### src/rtl/rw_write_arbiter.sv
// rw_write_arbiter: shares the single data-array write port among NUM_PORTS
// write requesters. Round-robin arbitration feeds one registered output stage;
// a tracking FIFO remembers the grant order so that in-order write responses
// are routed back to the requester that issued each write.
// Optional feature macro: RW_WRITE_ARB_GVT_PRIORITY_EN (adds req_gvt_prio,
// priority requesters win over round-robin and may use one extra slot).
module rw_write_arbiter #(
    parameter int NUM_PORTS       = 2,
    parameter int LOG_OUTSTANDING = 3,
    parameter int ID_W            = 8
) (
    input  logic                        clk,
    input  logic                        rstn,
`ifdef RW_WRITE_ARB_GVT_PRIORITY_EN
    input  logic [NUM_PORTS-1:0]        req_gvt_prio,
`endif
    input  logic [NUM_PORTS-1:0]        req_wvalid,
    output logic [NUM_PORTS-1:0]        req_wready,
    input  logic [NUM_PORTS*32-1:0]     req_waddr,
    input  logic [NUM_PORTS*512-1:0]    req_wdata,
    input  logic [NUM_PORTS*64-1:0]     req_wstrb,
    input  logic [NUM_PORTS*ID_W-1:0]   req_wid,
    output logic [NUM_PORTS-1:0]        req_bvalid,
    input  logic [NUM_PORTS-1:0]        req_bready,
    output logic [ID_W-1:0]             req_bid,
    output logic                        wvalid,
    input  logic                        wready,
    output logic [31:0]                 waddr,
    output logic [511:0]                wdata,
    output logic [63:0]                 wstrb,
    output logic [ID_W-1:0]             wid,
    input  logic                        bvalid,
    output logic                        bready,
    input  logic [ID_W-1:0]             bid,
    output logic [LOG_OUTSTANDING:0]    outstanding,
    output logic                        err_unexpected_b
);

    typedef logic [ID_W-1:0] id_t;

    localparam int PTR_W = (NUM_PORTS > 1) ? $clog2(NUM_PORTS) : 1;
    localparam int LIMIT = 2 ** LOG_OUTSTANDING;
`ifdef RW_WRITE_ARB_GVT_PRIORITY_EN
    localparam int DEPTH = LIMIT + 1;
`else
    localparam int DEPTH = LIMIT;
`endif
    localparam int FPTR_W = (DEPTH > 1) ? $clog2(DEPTH) : 1;
    localparam logic [LOG_OUTSTANDING:0] LIMIT_CNT = (LOG_OUTSTANDING + 1)'(LIMIT);

    // Output stage toward memory
    logic                     r_wvalid;
    logic [31:0]              r_waddr;
    logic [511:0]             r_wdata;
    logic [63:0]              r_wstrb;
    id_t                      r_wid;

    // Arbitration and tracking state
    logic [PTR_W-1:0]         r_ptr;
    logic [PTR_W-1:0]         r_fifo [DEPTH];
    logic [FPTR_W-1:0]        r_wrPtr;
    logic [FPTR_W-1:0]        r_rdPtr;
    logic [LOG_OUTSTANDING:0] r_outstanding;
    logic                     r_errUnexpB;

    // Per-port views of the packed request buses
    logic [31:0]              w_addrArr [NUM_PORTS];
    logic [511:0]             w_dataArr [NUM_PORTS];
    logic [63:0]              w_strbArr [NUM_PORTS];
    id_t                      w_idArr   [NUM_PORTS];

    logic                     w_canIssue;
    logic [PTR_W:0]           w_rrPick;
    logic                     w_grant;
    logic                     w_prioGrant;
    logic [PTR_W-1:0]         w_grantIdx;
    logic                     w_empty;
    logic [PTR_W-1:0]         w_head;
    logic                     w_pop;

    // First set bit of mask searching upward from ptr+1 (wrapping); MSB = found
    function automatic logic [PTR_W:0] rrPick(input logic [NUM_PORTS-1:0] mask,
                                              input logic [PTR_W-1:0]     ptr);
        logic [PTR_W:0]   result;
        logic [PTR_W-1:0] sel;
        int               idx;
        result = '0;
        for (int k = NUM_PORTS; k >= 1; k--) begin
            idx = int'(ptr) + k;
            if (idx >= NUM_PORTS) idx = idx - NUM_PORTS;
            sel = PTR_W'(idx);
            if (mask[sel]) result = {1'b1, sel};
        end
        return result;
    endfunction

    // Tracking FIFO pointer increment with wrap at DEPTH (DEPTH may be odd)
    function automatic logic [FPTR_W-1:0] fifoNext(input logic [FPTR_W-1:0] p);
        return (p == FPTR_W'(DEPTH - 1)) ? '0 : p + 1'b1;
    endfunction

    // Unpack the per-requester fields into arrays indexed by port
    always_comb begin
        for (int p = 0; p < NUM_PORTS; p++) begin
            w_addrArr[p] = req_waddr[32*p +: 32];
            w_dataArr[p] = req_wdata[512*p +: 512];
            w_strbArr[p] = req_wstrb[64*p +: 64];
            w_idArr[p]   = req_wid[ID_W*p +: ID_W];
        end
    end

    assign w_canIssue = (!r_wvalid || wready) && (r_outstanding < LIMIT_CNT);
    assign w_rrPick   = rrPick(req_wvalid, r_ptr);

`ifdef RW_WRITE_ARB_GVT_PRIORITY_EN
    logic           w_prioRoom;
    logic [PTR_W:0] w_prioPick;

    assign w_prioRoom = (!r_wvalid || wready) && (r_outstanding <= LIMIT_CNT);
    assign w_prioPick = rrPick(req_wvalid & req_gvt_prio, r_ptr);

    // Priority requesters first (allowed one slot beyond the limit), else round-robin
    always_comb begin
        w_grant     = 1'b0;
        w_prioGrant = 1'b0;
        w_grantIdx  = '0;
        if (w_prioRoom && w_prioPick[PTR_W]) begin
            w_grant     = 1'b1;
            w_prioGrant = 1'b1;
            w_grantIdx  = w_prioPick[PTR_W-1:0];
        end else if (w_canIssue && w_rrPick[PTR_W]) begin
            w_grant    = 1'b1;
            w_grantIdx = w_rrPick[PTR_W-1:0];
        end
    end
`else
    // Plain round-robin grant whenever the output stage and FIFO have room
    always_comb begin
        w_grant     = 1'b0;
        w_prioGrant = 1'b0;
        w_grantIdx  = '0;
        if (w_canIssue && w_rrPick[PTR_W]) begin
            w_grant    = 1'b1;
            w_grantIdx = w_rrPick[PTR_W-1:0];
        end
    end
`endif

    // One-hot accept toward the granted requester only
    always_comb begin
        req_wready = '0;
        for (int p = 0; p < NUM_PORTS; p++) begin
            req_wready[p] = w_grant && (w_grantIdx == PTR_W'(p));
        end
    end

    assign w_empty = (r_outstanding == '0);
    assign w_head  = r_fifo[r_rdPtr];
    assign bready  = !w_empty && req_bready[w_head];
    assign w_pop   = bvalid && bready;
    assign req_bid = bid;

    // Route the memory response valid to the requester at the FIFO head
    always_comb begin
        req_bvalid = '0;
        if (bvalid && !w_empty) req_bvalid[w_head] = 1'b1;
    end

    // Output valid: set on grant, cleared once accepted with nothing new behind it
    always_ff @(posedge clk) begin
        if (!rstn)        r_wvalid <= 1'b0;
        else if (w_grant) r_wvalid <= 1'b1;
        else if (wready)  r_wvalid <= 1'b0;
    end

    // Output payload loads only on grant so it holds steady while stalled
    always_ff @(posedge clk) begin
        if (w_grant) begin
            r_waddr <= w_addrArr[w_grantIdx];
            r_wdata <= w_dataArr[w_grantIdx];
            r_wstrb <= w_strbArr[w_grantIdx];
            r_wid   <= w_idArr[w_grantIdx];
        end
    end

    // Round-robin pointer follows ordinary grants; priority grants leave it alone
    always_ff @(posedge clk) begin
        if (!rstn)                         r_ptr <= PTR_W'(NUM_PORTS - 1);
        else if (w_grant && !w_prioGrant)  r_ptr <= w_grantIdx;
    end

    // Tracking FIFO storage: remembers which port each issued write came from
    always_ff @(posedge clk) begin
        if (w_grant) r_fifo[r_wrPtr] <= w_grantIdx;
    end

    // Tracking FIFO pointers advance on grant (push) and response handshake (pop)
    always_ff @(posedge clk) begin
        if (!rstn) begin
            r_wrPtr <= '0;
            r_rdPtr <= '0;
        end else begin
            if (w_grant) r_wrPtr <= fifoNext(r_wrPtr);
            if (w_pop)   r_rdPtr <= fifoNext(r_rdPtr);
        end
    end

    // Writes in flight; doubles as the FIFO occupancy count
    always_ff @(posedge clk) begin
        if (!rstn) begin
            r_outstanding <= '0;
        end else begin
            case ({w_grant, w_pop})
                2'b10:   r_outstanding <= r_outstanding + 1'b1;
                2'b01:   r_outstanding <= r_outstanding - 1'b1;
                default: r_outstanding <= r_outstanding;
            endcase
        end
    end

    // Sticky flag for a response arriving with nothing outstanding
    always_ff @(posedge clk) begin
        if (!rstn)                   r_errUnexpB <= 1'b0;
        else if (bvalid && w_empty)  r_errUnexpB <= 1'b1;
    end

    assign wvalid           = r_wvalid;
    assign waddr            = r_waddr;
    assign wdata            = r_wdata;
    assign wstrb            = r_wstrb;
    assign wid              = r_wid;
    assign outstanding      = r_outstanding;
    assign err_unexpected_b = r_errUnexpB;

endmodule

### config.mk
export PLATFORM = sky130hd
export DESIGN_NAME = rw_write_arbiter
export DESIGN_NICKNAME = d
export VERILOG_FILES = /design/src/rtl/rw_write_arbiter.sv
export SDC_FILE = /design/constraint.sdc
export NUM_CORES = 1
export LEC_CHECK = 0
export CAP_MARGIN = 20
export CORE_AREA = 2 2 723 725
export CTS_BUF_LIST = sky130_fd_sc_hd__clkbuf_4 sky130_fd_sc_hd__clkbuf_8
export DETAILED_ROUTE_END_ITERATION = 7
export DIE_AREA = 0 0 725 727
export GPL_TIMING_DRIVEN = 0
export PLACE_DENSITY = 0.3
export SETUP_SLACK_MARGIN = 0.4
export SYNTH_ARGS = -nofsm -noshare
export SYNTH_HDL_FRONTEND = slang
export SYNTH_SLANG_ARGS = --single-unit
### constraint.sdc
create_clock -name clk -period 48.2 [get_ports clk]
set_input_delay 7.23 -clock clk [delete_from_list [all_inputs] [get_ports clk]]
set_output_delay 7.23 -clock clk [all_outputs]
set_load 0.05 [all_outputs]
**Word-level counts from Yosys, hierarchy flattened**

Memories as Yosys holds them, arrays and structs flattened. A register that Yosys moved wholly into a read port is not among the register bits.
Index checks and enable logic that the tools add are counted.

- Register bits after elaboration: 629
- Memory bits (writable): 8
- Bits of input ports: 1,248
- Output and inout port bits: 635
- Word-level logic and storage cells: 84
- Memories: 1

- $add $sub $neg: 8
- Order comparisons: 8
- Eq/ne operators: 4
- Multiplexer cells: 36
- Bitwise logic cells: 2
- Reduce and logical (&&, ||, !) cells: 15

Memory list:

| memory | words | bits a word | rd ports | clocked after memory_dff | wr ports | line | RTL |
|---|---|---|---|---|---|---|---|
| r_fifo | 8 | 1 | 1 | 1 | 1 | 60 | `logic [PTR_W-1:0] r_fifo [DEPTH];` |

Operator list:

| cell | count |
|---|---|
| 512-bit 2-to-1 mux | 3 |
| 64-bit 2-to-1 mux | 3 |
| 32-bit 2-to-1 mux | 3 |
| 8-bit 2-to-1 mux | 3 |
| 1-bit 2-to-1 mux | 15 |
| 3-bit 2-to-1 mux | 4 |
| 1-bit logical AND | 9 |
| 4-bit case mux with 2 select lines | 1 |
| 3-bit by 1-bit adder with 3-bit output (second input constant) | 2 |
| 3-bit equality test (second input constant) | 2 |
| 1-bit by 2-bit less-than comparator with 1-bit output (second input constant) | 3 |
| 2-bit 2-to-1 mux | 3 |
| 4-bit by 1-bit adder with 4-bit output (second input constant) | 1 |
| 2-bit >= comparator (second input constant) | 2 |
| 4-bit logical NOT | 1 |
| 4-bit less-than comparator (second input constant) | 1 |
| 2-bit nonzero test | 2 |
| 4-bit by 1-bit subtractor with 4-bit output (second input constant) | 1 |
| 1-bit by 2-bit adder with 3-bit output (second input constant) | 1 |
| 3-bit by 2-bit >= comparator with 1-bit output (second input constant) | 1 |
| 1-bit by 1-bit adder with 2-bit output (second input constant) | 1 |
| 2-bit by 1-bit equality test with 1-bit output (second input constant) | 1 |
| 2-bit equality test (second input constant) | 1 |
| 1-bit logical NOT | 2 |
| 6 further kinds | 7 |

**Longest topological paths before layout**

Gate-level depths: netlist of run 1.

- Depth in word-level cells: 13
- Gate-level depth with buffers: 11
- Gate-level depth less buffers: 10

**Worst setup path after synthesis of run 1**

Ideal clock, no wire load.

- Kind: input-to-reg
- Start point: input port wready
- End point: memory r_fifo[5] (netlist bit), enable pin
- Library setup time: 356 ps
- Data arrival time: 21,320 ps
- Data required time: 47,844 ps
- Setup slack: 26,524 ps
- Stages on the path: 6
- Path buffers: 0
- Path through: nor2b_2 > nor2_1 > o21ai_0 > inv_1 > nand2_1 > nor3b_1

- Word-level cells in the longest chain between the ends: 6

RTL lines:

| element | line | RTL |
|---|---|---|
| start, declared | 27 | `input logic wready,` |
| 1-bit logical OR | 112 | `assign w_canIssue = (!r_wvalid \|\| wready) && (r_outstanding < LIMIT_CNT);` |
| 1-bit logical AND | 112 |  |
| 1-bit logical AND | 142 | `if (w_canIssue && w_rrPick[PTR_W]) begin` |
| 1-bit 2-to-1 mux | 142 |  |
| named net w_grant | 74 | `logic w_grant;` |
| 1-bit 2-to-1 mux | 194 | `if (w_grant) r_fifo[r_wrPtr] <= w_grantIdx;` |
| 1-bit 2-to-1 mux (not written as such) | 194 |  |
| end, declared | 60 |  |

The timed path passes the listed nets, and every way through them passes these cells.

**Final worst setup path of run 1**

- Start point: input port wready
- End point: output port req_wready[1]

- Word-level cells in the longest chain between the ends: 5
- Elaborated cells between the ends (all ways): 6
- Those cells by class: 2 x mux; 4 x reduce/logical

RTL lines:

| element | line | RTL |
|---|---|---|
| 1-bit logical OR | 112 |  |
| 1-bit logical AND | 112 |  |
| 1-bit logical AND | 142 |  |
| 1-bit 2-to-1 mux | 142 |  |
| named net w_grantIdx | 76 | `logic [PTR_W-1:0] w_grantIdx;` |
| 1-bit logical AND | 153 | `req_wready[p] = w_grant && (w_grantIdx == PTR_W'(p));` |
| end, declared | 18 | `output logic [NUM_PORTS-1:0] req_wready,` |

The timed path passes the listed nets, and every way through them passes these cells.

==> results of run 1 <==
==> worst min-delay path, delay by kind of cell, from the launching register on <==
family	cells	cell delay, ns
flops	1	0.31
simple gates	2	0.11
==> worst min path at each step <==
stage,from,to,slack [ns],cells after the start
2_1_floorplan,r_ptr,r_ptr,0.44,2
3_3_place_gp,r_ptr,r_ptr,0.49,2
3_5_place_dp,r_ptr,r_ptr,0.47,2
4_1_cts,r_ptr,r_ptr,0.48,2
5_1_grt,r_ptr,r_ptr,0.50,2
6_report,r_ptr,r_ptr,0.48,2
==> final cells by class <==
cell class	count	area (µm²)	area share, %
Clock buffer	217	2710	4.59
Inverter	3	18.8	0.0317
Multi-Input combinational cell	698	7510	12.7
Buffer	83	502	0.849
Sequential cell	640	19100	32.2
Timing Repair Buffer	1921	19900	33.7
Clock inverter	78	616	1.04
Antenna cell	43	108	0.182
Tap cell	6942	8690	14.7
==> synthesized netlist by cell type (all sizes together) <==
master  instances
clkbuf          2
nand2b          1
a21boi          4
xor2            2
nor3            3
dfxtp          16
and2            1
xnor2           1
mux2          617
a22oi           1
a21o            1
or2             1
nor3b           2
nand3b          3
edfxtp        624
mux2i           6
ha              7
o41ai           1
buf            81
o21a            1
and3            1
a21oi           4
nor4            2
nor4b           2
or3             2
o21ai           5
a31oi           1
mux4            1
nand3           3
nor2b           4
inv             3
nor2            8
nand2          13
==> sequential cells by signal, summed over array words and instances, names as in the netlist, 3 cells and up, named ones only <==
| register | count |
|---|---|
| wid | 8 |
| outstanding | 4 |
| r_rdPtr | 3 |
| wstrb | 64 |
| r_wrPtr | 3 |
| wdata | 512 |
| waddr | 32 |
| r_fifo | 8 |
==> kinds of logic after synthesis <==
family                   Yosys count
XOR/XNOR                           3
adder cells (fa/ha/maj)            7
flip-flops                       640
buffers and inverters             86
AND/OR/NAND/NOR                   46
multiplexers                     624
AO/OA/AOI/OAI                     18
==> layer usage <==
metal | global-route usage [%] | part of all wire [%] | up-vias
li1 | - | - | 9892
met1 | 14.6 | 37 | 11759
met2 | 22.6 | 47 | 1616
met3 | 7.26 | 12 | 548
met4 | 4.04 | 3.7 | 50
met5 | 0 | 0.083 | -
==> stage by stage <==
| stage | cells | setup slack (ns) | power (µW) | utilization (%) |
|---|---|---|---|---|
| 6_report | 10625 | 30.46 | 2610 | 11.4 |
| 5_1_grt | 10602 | 30.27 | 2730 | 11.4 |
| 4_1_cts | 10574 | 30.32 | 2710 | 11.3 |
| 3_5_place_dp | 10279 | 30.32 | 1880 | 10.7 |
| 3_3_place_gp | 10240 | 13.66 | 1940 | 10.5 |
| 2_1_floorplan | 1424 | 26.52 | 1270 | - |
==> report_power, final <==
group	total [µW]	switching, µW	leakage, µW	internal [µW]
Clock	773	362	0.00174	411
Sequential	781	45.5	0.00634	735
Combinational	1050	722	0.0108	333
==> results.cfg, run 1 <==
[worst_setup_path]
timing.rr.start = wvalid
cp_common_cell = buf_2
worst-path-stages = 9
worstSetupEndpointType = output pin
endpoint = req_wready[1]
path_delay_family = buffers and inverters
max_stage_delay_ns = 0.79
r2r_cells = 8
cp.required_ns = 40.97
rrSetupSlack_ns = 44.40
startpoint = wready
r2r-end = wdata[434]
cp_max_fo = 18
path_buf_inv = 6
crit_chain = clkdlybuf4s50_1 > nor2b_2 > nor2_1 > and3_1 > buf_2 > buf_2 > buf_2 > buf_4 > clkdlybuf4s50_1
arrival_ns = 10.52
crit_type = input port to output pin
cp-start-kind = input port
cp_slowest_cell = clkdlybuf4s50_1

[yosys]
yosysWarnings = 0
yosysUniqueCellTypes = 40
synthAdderAreaFrac_pct = 0.323
synthesis.instances = 1424
synth_xor_area_share_pct = 0.0970
synth_top_cell_by_area = edfxtp_1
muxShareOfSynthArea_pct = 26.0
synth_top_family_by_area = multiplexers
syn_avg_cell_area_um2 = 19.0
synth-seq-area-share_pct = 70.4
synth_compound_area_share_pct = 0.430
synth_area_leaders = edfxtp_1, mux2_2, dfxtp_1
netlist_area_um2 = 27100
syn_nets = 2679
ys_ff_latch = 640
synth_top_area_share_pct = 69.2
yosys.area_share.simple_pct = 0.892

[clock_tree]
post_cts_resize_count = 0
clk_pin_slew_ns = 0.06
cts_buffer_depth = 4
cts_inserted_buffers = 172
cts-htree-levels = 4
clock_latency_ns = 0.99
post_cts_buffers = 0
cts_tree = built
clock-sinks = 640
cts_hold_buf = 0
clockRootBuffer = clkbuf_8

[placed_design]
placed_cell_area_um2 = 55500
gp_congestion = 0.942
io_buffers = 1874
place_hpwl_um = 329000

[routing]
wl_per_cell_um = 34.8
drc_errors = 0
drt-initial-drc-count = 1227
vias_per_cell = 2.25
ant_nets = 0
drt-total-wl_um = 369000
firstDrtPassIters = 5
vias = 23865

[timing]
setup_viol = 0
rsz0062_at_grt = false
max_freq_mhz = 56.4
hold-worst-slack_ns = 0.477
worst_pin_slew_ns = 1.26
hold_viol_final = 0
min_period_ns = 17.75
slew_viol_final = 0
skew_ns = 0.0935
setup_tns_ns = 0
slew_headroom_pct = 15.4
fin_crit_sh_pct = 36.8

[layout]
nFillCells = 59003
final_cell_mix = clkdlybuf4s50_1, edfxtp_1, mux2_2, clkbuf_8, buf_2
drive_gt1_share_pct = 28.3
final_common_cell = clkdlybuf4s50_1
area_delta_synth_final_pct = 118
finalInstanceArea_um2 = 59100
layout.nets = 4774

[min_path]
hold_class = register to register

[floorplanning]
initial_core_util_pct = 5.21
rows = 265
die_x_um = 725
chipHeight_um = 727
core-area_um2 = 519000
die_area_um2 = 527000
num_io_pins = 1883

[global_route]
antenna_found_initial = 247
grt_pass1_wl_um = 426000
grt_usage_pct = 13.5
grt_max_degree = 106
grt_pass1_vias = 25580
overflow = 0

[outcome]
status = completed

[power_and_ir_drop]
p_per_area_nw_per_um2 = 44.1
leakage_uw = 0.0189
ir_drop_v = 0.0000203

[run]
drv_cap = 0
(Power assumes the default switching activity.)
==> inputs of run 2 (changes only) <==
--- a/config.mk
+++ b/config.mk
@@ -6,10 +6,10 @@
 export NUM_CORES = 1
 export LEC_CHECK = 0
 export CAP_MARGIN = 20
-export CORE_AREA = 2 2 723 725
+export CORE_AREA = 2 2 731 733
 export CTS_BUF_LIST = sky130_fd_sc_hd__clkbuf_4 sky130_fd_sc_hd__clkbuf_8
 export DETAILED_ROUTE_END_ITERATION = 7
-export DIE_AREA = 0 0 725 727
+export DIE_AREA = 0 0 733 735
 export GPL_TIMING_DRIVEN = 0
 export PLACE_DENSITY = 0.3
 export SETUP_SLACK_MARGIN = 0.4
==> constraint.sdc (replaced) <==
create_clock -name clk -period 17.4 [get_ports clk]
set_input_delay 2.61 -clock clk [delete_from_list [all_inputs] [get_ports clk]]
set_output_delay 2.61 -clock clk [all_outputs]
set_load 0.05 [all_outputs]
==> run 2 against run 1 <==
Die area grew 2.2%. Wire length grew 0.61%. Worst hold slack gained 0.010 ns. Sequential power grew to 2.7 times the previous value. Utilization shrank 0.19 points. Largest power group unchanged. Total power grew to 2.8 times the previous value. Non-clock buffer count grew 16. Final area grew 0.61%. Highest routed layer unchanged. Register-to-register slack lost 31 ns.
==> results.cfg, run 2 (synthesized netlist as in run 1, its figures left out) <==
[outcome]
status = completed

[worst_setup_path]
worstSetupEndpointType = output pin
crit_type = input port to output pin
startpoint = wready
arrival_ns = 5.85
timing.rr.start = wvalid
cp.required_ns = 14.79
cp_max_fo = 18
cp-start-kind = input port

[timing]
max_freq_mhz = 118
setup_slack_ns = 8.94
skew_ns = 0.115
fin_crit_sh_pct = 48.6
rsz0062_at_grt = false
worst_pin_slew_ns = 1.32
hold_viol_final = 0
setup_tns_ns = 0
min_period_ns = 8.46
slew_viol_final = 0
slew_headroom_pct = 11.6
setup_viol = 0

[clock_tree]
cts-htree-levels = 4
cts_inserted_buffers = 164
clock-sinks = 640
clockRootBuffer = clkbuf_8
cts_tree = built
post_cts_resize_count = 0
cts_buffer_depth = 4
clk_pin_slew_ns = 0.05
post_cts_buffers = 0
cts_hold_buf = 0
clock_latency_ns = 1.03

[layout]
area_delta_synth_final_pct = 120
layout.cells.non_filler = 10688
final_common_cell = clkdlybuf4s50_1
finalInstanceArea_um2 = 59500
largest_reg_flops = 512
final_cell_mix = clkdlybuf4s50_1, edfxtp_1, mux2_2, clkbuf_8, buf_2
final_util_pct = 11.2
layout.nets = 4782
drive_gt1_share_pct = 28.2
nFillCells = 60501

[global_route]
overflow = 0
grt_pass1_vias = 25703
antenna_found_initial = 236
grt_usage_pct = 13.2
grt_pass1_wl_um = 427000
grt_max_degree = 39

[floorplanning]
initial_core_util_pct = 5.10
chipHeight_um = 735
die_x_um = 733
rows = 268
die_area_um2 = 539000
num_io_pins = 1883
core-area_um2 = 531000

[placed_design]
dpl_worst_slack_ns = 8.68
place_inst = 10361
placed_cell_area_um2 = 55700
io_buffers = 1874
place_hpwl_um = 335000
gp_congestion = 0.903

[power_and_ir_drop]
p_sw_uw = 3090
p_sw_share_pct = 42.9
p_clk_share_pct = 29.1
seq_power_share_pct = 29.5
leakage_uw = 0.0191
internal_power_uw = 4120
p_comb_share_pct = 41.4
ir_drop_v = 0.0000517
p_per_area_nw_per_um2 = 121

[routing]
vias = 24058
ant_nets = 0
drt-initial-drc-count = 1109
drc_errors = 0
drt-total-wl_um = 372000
vias_per_cell = 2.25
wl_per_cell_um = 34.8
firstDrtPassIters = 4

[min_path]
min_from = r_ptr
hold_class = register to register

[run]
drv_cap = 0
-- run 2: cell types whose count changed in the layout (fill, tap and decap cells not counted), sizes merged --
cell           previous run  this run
buf                     149       145
diode                    43        21
clkbuf                  219       222
clkdlybuf4s50          1853      1873
inv                      11        10
clkinvlp                  7         4
clkinv                   55        47
-- run 2: worst paths after layout --
kind	slack, ns	end	depth (start not counted)
setup reg to reg	13.66	wdata[469]	8
hold / removal	0.49	r_ptr	2
setup / recovery	8.94	req_wready[1]	9
hold reg to reg	0.49	r_ptr	2
-- run 2: routing by layer --
| layer | part of all wire (%) | global-route usage [%] |
|---|---|---|
| met3 | 18 | 11.2 |
| met1 | 36 | 13.7 |
| met4 | 2.6 | 2.53 |
| met5 | 0.14 | 0 |
| met2 | 43 | 20.6 |
-- run 2: layout make-up --
type,count,area (µm²),area share (%)
timing repair buffer,1937,20300,34.1
sequential,640,19100,32.0
tap,7020,8780,14.8
multi-input combinational,698,7510,12.6
clock buffer,220,2720,4.56
clock inverter,66,549,0.923
buffer,83,502,0.844
antenna,21,52.6,0.0883
inverter,3,15.0,0.0252
-- run 2: worst max-delay path: stages --
cell,delay (ns)
clkdlybuf4s50_1,0.54
nor2b_2,0.09
nor2_1,0.11
and3_1,0.15
buf_2,0.60
buf_2,0.37
buf_2,0.40
buf_4,0.18
clkdlybuf4s50_1,0.79
-- run 2: power by group through the flow --
stage | sequential (µW) | clock, µW | combinational [µW]
after floorplan | 3080 | 0 | 391
after global placement | 2320 | 0 | 2940
after detailed placement | 2150 | 0 | 3020
after CTS | 2130 | 2240 | 3030
after global routing | 2150 | 2280 | 3130
final | 2120 | 2090 | 2990
-- run 2: metrics by stage --
stage          hold slack (ns)  power (µW)
6_report                 0.488        7210
5_1_grt                  0.518        7560
4_1_cts                  0.487        7400
3_5_place_dp             0.474        5170
3_3_place_gp             0.478        5270
2_1_floorplan            0.437        3470
